## config.mk

```make
export PLATFORM = sky130hd
export DESIGN_NAME = pipe_hazard_ctrl_flat
export DESIGN_NICKNAME = d
export VERILOG_FILES = /design/src/rtl/pipe_hazard_ctrl_pkg.sv /design/src/rtl/pipe_hazard_ctrl_if.sv /design/src/rtl/pipe_hazard_ctrl_sat_counter.sv /design/src/rtl/pipe_hazard_ctrl.sv /design/src/flat_wrapper.sv
export SDC_FILE = /design/constraint.sdc
export NUM_CORES = 1
export LEC_CHECK = 0
export BUFFER_PORTS_ARGS = -buffer_cell sky130_fd_sc_hd__buf_2
export CAP_MARGIN = 25
export CORE_MARGIN = 5
export CORE_UTILIZATION = 54
export DETAILED_ROUTE_END_ITERATION = 8
export GPL_TIMING_DRIVEN = 1
export HOLD_SLACK_MARGIN = 0.15
export PLACE_DENSITY_LB_ADDON = 0.2
export SLEW_MARGIN = 10
export SYNTH_ARGS = -nofsm -noshare
export SYNTH_HDL_FRONTEND = slang
export SYNTH_HIERARCHICAL = 1
export SYNTH_SLANG_ARGS = --single-unit
```

## constraint.sdc

```tcl
create_clock -name clk_i -period 2.95 [get_ports clk_i]
set_clock_uncertainty 0.15 [all_clocks]
set_input_delay 0.295 -clock clk_i [delete_from_list [all_inputs] [get_ports clk_i]]
set_output_delay 0.295 -clock clk_i [all_outputs]
set_load 0.01 [all_outputs]
```

## src/rtl/pipe_hazard_ctrl_pkg.sv

```systemverilog
`default_nettype none
// ============================================================================
// Module : pipe_hazard_ctrl_pkg
// Brief  : Shared Y86-64 encodings and core run-state type for the control unit.
// Rev    : 1.0
// ============================================================================
package pipe_hazard_ctrl_pkg;

    localparam logic [3:0] IHALT   = 4'h0;
    localparam logic [3:0] INOP    = 4'h1;
    localparam logic [3:0] IRRMOVQ = 4'h2;
    localparam logic [3:0] IIRMOVQ = 4'h3;
    localparam logic [3:0] IRMMOVQ = 4'h4;
    localparam logic [3:0] IMRMOVQ = 4'h5;
    localparam logic [3:0] IOPQ    = 4'h6;
    localparam logic [3:0] IJXX    = 4'h7;
    localparam logic [3:0] ICALL   = 4'h8;
    localparam logic [3:0] IRET    = 4'h9;
    localparam logic [3:0] IPUSHQ  = 4'hA;
    localparam logic [3:0] IPOPQ   = 4'hB;

    localparam logic [3:0] RNONE   = 4'hF;

    localparam logic [2:0] SAOK    = 3'd1;
    localparam logic [2:0] SADR    = 3'd2;
    localparam logic [2:0] SINS    = 3'd3;
    localparam logic [2:0] SHLT    = 3'd4;

    typedef enum logic [1:0] {
        CPU_RUN   = 2'd0,
        CPU_DRAIN = 2'd1,
        CPU_HALT  = 2'd2
    } cpu_state_e;

    function automatic logic is_mem_op(input logic [3:0] icode);
        logic r;
        r = 1'b0;
        case (icode)
            IRMMOVQ, IMRMOVQ, ICALL, IRET, IPUSHQ, IPOPQ: r = 1'b1;
            default:                                      r = 1'b0;
        endcase
        return r;
    endfunction

endpackage
`default_nettype wire

```

## src/rtl/pipe_hazard_ctrl_if.sv

```systemverilog
`default_nettype none
// ============================================================================
// Module : pipe_hazard_ctrl_if
// Brief  : Pipeline status inputs and stall/bubble/status outputs of the control unit.
// Rev    : 1.0
// ============================================================================
interface pipe_hazard_ctrl_if #(
    parameter int CNT_W = 32
);
    logic [3:0]       D_icode_i;
    logic [3:0]       E_icode_i;
    logic [3:0]       M_icode_i;
    logic [3:0]       E_dstM_i;
    logic [3:0]       d_srcA_i;
    logic [3:0]       d_srcB_i;
    logic             e_Cnd_i;
    logic [2:0]       m_stat_i;
    logic [2:0]       W_stat_i;
    logic             imem_ready_i;
    logic             dmem_ready_i;

    logic             F_stall_o;
    logic             D_stall_o;
    logic             D_bubble_o;
    logic             E_stall_o;
    logic             E_bubble_o;
    logic             M_stall_o;
    logic             M_bubble_o;
    logic             W_stall_o;
    logic             W_bubble_o;
    logic             set_cc_o;
    logic [1:0]       cpu_state_o;
    logic             timeout_o;
    logic [CNT_W-1:0] stall_cnt_o;
    logic [CNT_W-1:0] bubble_cnt_o;

    modport master (
        output D_icode_i, E_icode_i, M_icode_i, E_dstM_i, d_srcA_i, d_srcB_i,
               e_Cnd_i, m_stat_i, W_stat_i, imem_ready_i, dmem_ready_i,
        input  F_stall_o, D_stall_o, D_bubble_o, E_stall_o, E_bubble_o,
               M_stall_o, M_bubble_o, W_stall_o, W_bubble_o, set_cc_o,
               cpu_state_o, timeout_o, stall_cnt_o, bubble_cnt_o
    );

    modport slave (
        input  D_icode_i, E_icode_i, M_icode_i, E_dstM_i, d_srcA_i, d_srcB_i,
               e_Cnd_i, m_stat_i, W_stat_i, imem_ready_i, dmem_ready_i,
        output F_stall_o, D_stall_o, D_bubble_o, E_stall_o, E_bubble_o,
               M_stall_o, M_bubble_o, W_stall_o, W_bubble_o, set_cc_o,
               cpu_state_o, timeout_o, stall_cnt_o, bubble_cnt_o
    );
endinterface
`default_nettype wire

```

## src/rtl/pipe_hazard_ctrl_sat_counter.sv

```systemverilog
`default_nettype none
// ============================================================================
// Module : sat_counter
// Brief  : Event counter that holds at all-ones instead of wrapping.
// Rev    : 1.0
// ============================================================================
module sat_counter #(
    parameter int W = 32
) (
    input  wire logic         clk_i,
    input  wire logic         rst_n_i,
    input  wire logic         inc_i,
    output logic [W-1:0]      cnt_o
);
    logic [W-1:0] r_cnt;

    always_ff @(posedge clk_i or negedge rst_n_i) begin
        if (!rst_n_i) begin
            r_cnt <= '0;
        end else if (inc_i && (r_cnt != {W{1'b1}})) begin
            r_cnt <= r_cnt + W'(1);
        end
    end

    assign cnt_o = r_cnt;
endmodule
`default_nettype wire

```

## src/rtl/pipe_hazard_ctrl.sv

```systemverilog
`default_nettype none
// ============================================================================
// Module : pipe_hazard_ctrl
// Brief  : Y86-64 pipeline stall/bubble control, run/drain/halt FSM, dmem watchdog.
// Rev    : 1.0
// ============================================================================
module pipe_hazard_ctrl
    import pipe_hazard_ctrl_pkg::*;
#(
    parameter int CNT_W    = 32,
    parameter int WAIT_MAX = 255
) (
    input  wire logic          clk_i,
    input  wire logic          rst_n_i,
    pipe_hazard_ctrl_if.slave  bus
);
    localparam logic [15:0] c_WAIT_LAST = 16'(WAIT_MAX - 1);

    cpu_state_e  r_state;
    cpu_state_e  w_next_state;
    logic [15:0] r_wait_cnt;
    logic        r_timeout;

    logic w_mem_op, w_load_use, w_ret_in, w_mispred, w_m_exc, w_w_exc, w_dwait;
    logic w_timeout_set;

    logic w_n_fs, w_n_ds, w_n_db, w_n_eb, w_n_mb, w_n_ws, w_n_cc, w_n_any;

    logic w_fs, w_ds, w_db, w_es, w_eb, w_ms, w_mb, w_ws, w_wb, w_cc;
    logic w_any_stall, w_any_bubble;

    assign w_mem_op   = is_mem_op(bus.M_icode_i);
    assign w_load_use = ((bus.E_icode_i == IMRMOVQ) || (bus.E_icode_i == IPOPQ))
                      && (bus.E_dstM_i != RNONE)
                      && ((bus.E_dstM_i == bus.d_srcA_i) || (bus.E_dstM_i == bus.d_srcB_i));
    assign w_ret_in   = (bus.D_icode_i == IRET) || (bus.E_icode_i == IRET)
                      || (bus.M_icode_i == IRET);
    assign w_mispred  = (bus.E_icode_i == IJXX) && !bus.e_Cnd_i;
    assign w_m_exc    = (bus.m_stat_i != SAOK);
    assign w_w_exc    = (bus.W_stat_i != SAOK);
    assign w_dwait    = w_mem_op && !bus.dmem_ready_i;

    // Load-use wins over ret: D holds the decoding instruction rather than bubbling it.
    assign w_n_fs  = w_load_use | w_ret_in;
    assign w_n_ds  = w_load_use;
    assign w_n_db  = w_mispred | (w_ret_in & !w_load_use);
    assign w_n_eb  = w_mispred | w_load_use;
    assign w_n_mb  = w_m_exc | w_w_exc;
    assign w_n_ws  = w_w_exc;
    assign w_n_cc  = (bus.E_icode_i == IOPQ) & !w_m_exc & !w_w_exc;
    assign w_n_any = w_n_fs | w_n_ds | w_n_db | w_n_eb | w_n_mb | w_n_ws | w_n_cc;

    always_comb begin
        w_fs = 1'b0; w_ds = 1'b0; w_db = 1'b0; w_es = 1'b0; w_eb = 1'b0;
        w_ms = 1'b0; w_mb = 1'b0; w_ws = 1'b0; w_wb = 1'b0; w_cc = 1'b0;
        if (!rst_n_i) begin
            w_fs = 1'b0;
        end else if (r_state == CPU_HALT) begin
            w_fs = 1'b1; w_ds = 1'b1; w_es = 1'b1; w_ms = 1'b1; w_ws = 1'b1;
        end else if (w_dwait) begin
            w_fs = 1'b1; w_ds = 1'b1; w_es = 1'b1; w_ms = 1'b1; w_wb = 1'b1;
        end else if (w_n_any) begin
            w_fs = w_n_fs; w_ds = w_n_ds; w_db = w_n_db; w_eb = w_n_eb;
            w_mb = w_n_mb; w_ws = w_n_ws; w_cc = w_n_cc;
        end else if (!bus.imem_ready_i) begin
            w_fs = 1'b1; w_db = 1'b1;
        end
    end

    assign w_timeout_set = w_dwait && (r_wait_cnt == c_WAIT_LAST);

    always_comb begin
        w_next_state = r_state;
        case (r_state)
            CPU_RUN: begin
                if (w_w_exc) begin
                    w_next_state = CPU_HALT;
                end else if (w_m_exc && !w_dwait) begin
                    w_next_state = CPU_DRAIN;
                end
            end
            CPU_DRAIN: begin
                if (w_w_exc) begin
                    w_next_state = CPU_HALT;
                end
            end
            CPU_HALT: w_next_state = CPU_HALT;
            default:  w_next_state = CPU_RUN;
        endcase
        if (w_timeout_set) begin
            w_next_state = CPU_HALT;
        end
    end

    always_ff @(posedge clk_i or negedge rst_n_i) begin
        if (!rst_n_i) begin
            r_state    <= CPU_RUN;
            r_wait_cnt <= '0;
            r_timeout  <= 1'b0;
        end else begin
            r_state   <= w_next_state;
            r_timeout <= r_timeout | w_timeout_set;
            if (!w_dwait) begin
                r_wait_cnt <= '0;
            end else if (r_wait_cnt != 16'hFFFF) begin
                r_wait_cnt <= r_wait_cnt + 16'd1;
            end
        end
    end

    assign w_any_stall  = w_fs | w_ds | w_es | w_ms | w_ws;
    assign w_any_bubble = w_db | w_eb | w_mb | w_wb;

    sat_counter #(.W(CNT_W)) u_stall_cnt (
        .clk_i   (clk_i),
        .rst_n_i (rst_n_i),
        .inc_i   (w_any_stall),
        .cnt_o   (bus.stall_cnt_o)
    );

    sat_counter #(.W(CNT_W)) u_bubble_cnt (
        .clk_i   (clk_i),
        .rst_n_i (rst_n_i),
        .inc_i   (w_any_bubble),
        .cnt_o   (bus.bubble_cnt_o)
    );

    assign bus.F_stall_o   = w_fs;
    assign bus.D_stall_o   = w_ds;
    assign bus.D_bubble_o  = w_db;
    assign bus.E_stall_o   = w_es;
    assign bus.E_bubble_o  = w_eb;
    assign bus.M_stall_o   = w_ms;
    assign bus.M_bubble_o  = w_mb;
    assign bus.W_stall_o   = w_ws;
    assign bus.W_bubble_o  = w_wb;
    assign bus.set_cc_o    = w_cc;
    assign bus.cpu_state_o = r_state;
    assign bus.timeout_o   = r_timeout;
endmodule
`default_nettype wire

```

## src/flat_wrapper.sv

```systemverilog
// flat-port wrapper written by rule: the top's interface ports become plain ports
module pipe_hazard_ctrl_flat import pipe_hazard_ctrl_pkg::*;
#(
    parameter int CNT_W    = 32,
    parameter int WAIT_MAX = 255
)
  (clk_i, rst_n_i, bus_D_icode_i, bus_E_icode_i, bus_M_icode_i, bus_E_dstM_i, bus_d_srcA_i, bus_d_srcB_i, bus_e_Cnd_i, bus_m_stat_i, bus_W_stat_i, bus_imem_ready_i, bus_dmem_ready_i, bus_F_stall_o, bus_D_stall_o, bus_D_bubble_o, bus_E_stall_o, bus_E_bubble_o, bus_M_stall_o, bus_M_bubble_o, bus_W_stall_o, bus_W_bubble_o, bus_set_cc_o, bus_cpu_state_o, bus_timeout_o, bus_stall_cnt_o, bus_bubble_cnt_o);
  pipe_hazard_ctrl_if #(.CNT_W(CNT_W)) bus_i ();
  input  wire logic clk_i;
  input  wire logic rst_n_i;
  input wire logic [$bits(bus_i.D_icode_i)-1:0] bus_D_icode_i;
  input wire logic [$bits(bus_i.E_icode_i)-1:0] bus_E_icode_i;
  input wire logic [$bits(bus_i.M_icode_i)-1:0] bus_M_icode_i;
  input wire logic [$bits(bus_i.E_dstM_i)-1:0] bus_E_dstM_i;
  input wire logic [$bits(bus_i.d_srcA_i)-1:0] bus_d_srcA_i;
  input wire logic [$bits(bus_i.d_srcB_i)-1:0] bus_d_srcB_i;
  input wire logic [$bits(bus_i.e_Cnd_i)-1:0] bus_e_Cnd_i;
  input wire logic [$bits(bus_i.m_stat_i)-1:0] bus_m_stat_i;
  input wire logic [$bits(bus_i.W_stat_i)-1:0] bus_W_stat_i;
  input wire logic [$bits(bus_i.imem_ready_i)-1:0] bus_imem_ready_i;
  input wire logic [$bits(bus_i.dmem_ready_i)-1:0] bus_dmem_ready_i;
  output wire logic [$bits(bus_i.F_stall_o)-1:0] bus_F_stall_o;
  output wire logic [$bits(bus_i.D_stall_o)-1:0] bus_D_stall_o;
  output wire logic [$bits(bus_i.D_bubble_o)-1:0] bus_D_bubble_o;
  output wire logic [$bits(bus_i.E_stall_o)-1:0] bus_E_stall_o;
  output wire logic [$bits(bus_i.E_bubble_o)-1:0] bus_E_bubble_o;
  output wire logic [$bits(bus_i.M_stall_o)-1:0] bus_M_stall_o;
  output wire logic [$bits(bus_i.M_bubble_o)-1:0] bus_M_bubble_o;
  output wire logic [$bits(bus_i.W_stall_o)-1:0] bus_W_stall_o;
  output wire logic [$bits(bus_i.W_bubble_o)-1:0] bus_W_bubble_o;
  output wire logic [$bits(bus_i.set_cc_o)-1:0] bus_set_cc_o;
  output wire logic [$bits(bus_i.cpu_state_o)-1:0] bus_cpu_state_o;
  output wire logic [$bits(bus_i.timeout_o)-1:0] bus_timeout_o;
  output wire logic [$bits(bus_i.stall_cnt_o)-1:0] bus_stall_cnt_o;
  output wire logic [$bits(bus_i.bubble_cnt_o)-1:0] bus_bubble_cnt_o;
  assign bus_i.D_icode_i = bus_D_icode_i;
  assign bus_i.E_icode_i = bus_E_icode_i;
  assign bus_i.M_icode_i = bus_M_icode_i;
  assign bus_i.E_dstM_i = bus_E_dstM_i;
  assign bus_i.d_srcA_i = bus_d_srcA_i;
  assign bus_i.d_srcB_i = bus_d_srcB_i;
  assign bus_i.e_Cnd_i = bus_e_Cnd_i;
  assign bus_i.m_stat_i = bus_m_stat_i;
  assign bus_i.W_stat_i = bus_W_stat_i;
  assign bus_i.imem_ready_i = bus_imem_ready_i;
  assign bus_i.dmem_ready_i = bus_dmem_ready_i;
  assign bus_F_stall_o = bus_i.F_stall_o;
  assign bus_D_stall_o = bus_i.D_stall_o;
  assign bus_D_bubble_o = bus_i.D_bubble_o;
  assign bus_E_stall_o = bus_i.E_stall_o;
  assign bus_E_bubble_o = bus_i.E_bubble_o;
  assign bus_M_stall_o = bus_i.M_stall_o;
  assign bus_M_bubble_o = bus_i.M_bubble_o;
  assign bus_W_stall_o = bus_i.W_stall_o;
  assign bus_W_bubble_o = bus_i.W_bubble_o;
  assign bus_set_cc_o = bus_i.set_cc_o;
  assign bus_cpu_state_o = bus_i.cpu_state_o;
  assign bus_timeout_o = bus_i.timeout_o;
  assign bus_stall_cnt_o = bus_i.stall_cnt_o;
  assign bus_bubble_cnt_o = bus_i.bubble_cnt_o;
  pipe_hazard_ctrl #(.CNT_W(CNT_W), .WAIT_MAX(WAIT_MAX)) u_core (.clk_i(clk_i), .rst_n_i(rst_n_i), .bus(bus_i));
endmodule
```

==> run summary <==
Post-synth EDFFs: 0
I/O Buffers: 111
vias in the first global route: 4,250
Final Cell Area: 5840 um2
Die H: 104 um
Nets: 656
DRT Pass-1 Iters: 5
CTS H-Tree Depth: 3
Antenna Nets Post-Route: 0
max-cap violations: 0
Finished Layout Cells: 726
r2r worst-path depth: 5
Post-Synthesis Cells: 479
DRT Wirelength: 11.8 mm
Sw Share: 29.5%
TritonCTS clock tree: done
total CTS buffers: 9
syn_area_per_cell: 9.94 um2
area leader, netlist: dfrtp_1
initial antenna violation count: 0
top area cells in the synthesized netlist: dfrtp_1 (44%), xnor2_1 (8.8%), nand4_1 (4.5%), nand3_1 (4.0%), nand2_1 (3.5%)
Tightest Pin Transition: 0.795 ns
Crit. End Element: flip-flop
Root Driver: clkbuf_8
IO Pins: 112
Final Slew Violations: 0
Core Area: 8640 um2
largest net degree at the start of global routing: 81
Min-Delay Path Class: primary input to flip-flop
combinational share of power: 18.0%
final setup violating endpoints: 0
DR vias: 4,292
Iter 0 DRT Violations: 210
Initial Utilization: 55.1%
share of cells above drive strength 1: 29.0%
Routed WL per cell: 16.3 um
Clock Power Share: 35.1%
post-synthesis register bit count: 83
Hold Fails Final Rpt: 0
maximum vdd drop: 346 uV
CP endpoint: u_core/u_bubble_cnt/cnt_o[31]
synthesized cell area: 4760 um2
sequential area share after synthesis: 43.6%
crit path kind: primary input to flip-flop
RSZ-0062 raised after global routing: false
CP Launch Type: primary input
Internal Power: 0.00202 W
placed standard-cell area: 5540 um2
sw power: 0.000845 W
syn nets: 522
Critical Path AT: 2.79 ns
dpl cells: 707
setup slack, reg-to-reg: 0.37 ns
Die X: 104 um
Final min period: 2.69 ns
fill count: 731
GRT Total Usage: 22.0%
outcome: completed
pre-CTS setup slack: -0.0714 ns
total die area: 10,800 um2
FFs w/ async S/R, synth: 100%
Reg power frac: 46.9%
Slew headroom: 46.8%
CTS Hold Bufs: 2
most frequent cells in the layout: buf_2 (110), dfrtp_1 (83), xnor2_1 (48)
clock sinks: 83
reg2reg start: u_core/u_stall_cnt/cnt_o[4]
first-pass GRT wire length: 20.2 mm
GP Congestion: 0.915
R2R Path End: u_core/u_stall_cnt/cnt_o[25]
Clock Path Buffers: 2
GRT overflow: 0
CTS resizes: 0
Worst-path clk slew: 0.09 ns
Layout area overhead: 22.7%
period utilization: 91.3%
fmax: 371 MHz
Lkg Pwr: 2.69 nW
Remaining DRCs: 0
worst-path fanout max: 4
Inserted Diodes: 0
Post-CTS Setup Inserts: 0
Worst Setup SP: bus_W_stat_i[1]
most common cell after layout, fill and taps aside: buf_2
Synth top area share: 43.6%
PD cells: 490 nW/um2
vias per cell: 5.91
# rows: 34
required time of the critical path: 3.04 ns
clock latency on the worst-skew pair: 0.35 ns
detailed placer's ending HPWL: 8.69 mm
Main synth FF type: dfrtp_1
Final WS setup: 0.258 ns
synth unique cells: 57
YS warnings: 6
==> per-layer routing <==
layer  vias to the layer above  global-route usage, %  wire length (um)
met5                         -                      0                 0
met4                         0                   6.66               167
met3                        16                   5.15               820
met2                       138                   35.4              5690
met1                      2088                   29.6              5140
li1                       2050                      -                 -
==> registers in the layout, summed over array words and instances (netlist names) <==
signal                     cells
u_core/u_bubble_cnt/cnt_o     32
u_core/u_stall_cnt/cnt_o      32
u_core/r_wait_cnt             16
u_core/bus.cpu_state_o         2
u_core/bus.timeout_o           1
==> power groups by stage <==
stage	logic (W)	registers, W	clock network [W]
finish	0.000515	0.00134	0.00101
global placement	0.000498	0.00135	0
detailed placement	0.000512	0.00136	0
floorplan	0.000244	0.00138	0
global route	0.000569	0.00137	0.00107
CTS	0.000517	0.00134	0.00103
==> cells in the mapped netlist (all sizes together), types with 5 or more instances <==
master,n
nor3b,7
nor4,15
nand2,46
o21ai,8
and4,8
nand4,37
nor2,31
mux2,5
o211ai,5
xnor2,48
clkbuf,5
ha,8
nor3,16
nand3,40
xor2,18
or4,5
inv,11
a31oi,6
dfrtp,83
buf,5
and3,7
a21oi,19
==> worst max-delay path: stages <==
cell     delay (ns)
buf_2          0.10
or3b_2         0.49
nor4b_1        0.30
buf_4          0.18
nor2_1         0.04
a31oi_1        0.32
and3_1         0.24
nand3_1        0.21
nor4_1         0.34
nand2_1        0.11
xnor2_1        0.16
==> area by class of cell <==
type	count	area, um2	area share, %
Inverter	11	41.3	0.707
Clock buffer	9	124	2.12
Multi-Input combinational cell	375	2590	44.4
Sequential cell	83	2080	35.6
Clock inverter	7	124	2.12
Timing Repair Buffer	133	748	12.8
Tap cell	108	135	2.31
==> how the worst min path moves through the flow <==
stage,from,end,slack (ns),depth (start not counted)
final,bus_W_stat_i[1],u_core/bus.cpu_state_o[0],0.21,4
after global placement,rst_n_i,u_core/bus.cpu_state_o[1],-0.04,1
after global routing,bus_W_stat_i[2],u_core/bus.cpu_state_o[0],0.22,4
after floorplan,rst_n_i,u_core/bus.cpu_state_o[0],-0.15,0
after detailed placement,rst_n_i,u_core/bus.cpu_state_o[1],-0.04,1
after CTS,bus_W_stat_i[1],u_core/bus.cpu_state_o[0],0.19,4
==> stage by stage <==
stage	hold slack (ns)	util (%)	total power, W	TNS (ns)
global route	0.221	67.6	0.00301	0
detailed placement	-0.0373	64.2	0.00188	-0.291
finish	0.213	67.6	0.00286	0
floorplan	-0.151	-	0.00163	0
global placement	-0.0395	64.2	0.00185	0
CTS	0.186	67.3	0.00289	0
==> logic make-up after synthesis <==
group / synth area share [%]
multiplexers: 1.39
AND/OR/NAND/NOR: 30.0
XOR/XNOR: 12.1
flip-flops: 43.6
AO/OA/AOI/OAI: 8.65
buffers and inverters: 2.10
adder cells (fa/ha/maj): 2.10
No activity file was read; power rests on OpenSTA's default activity.
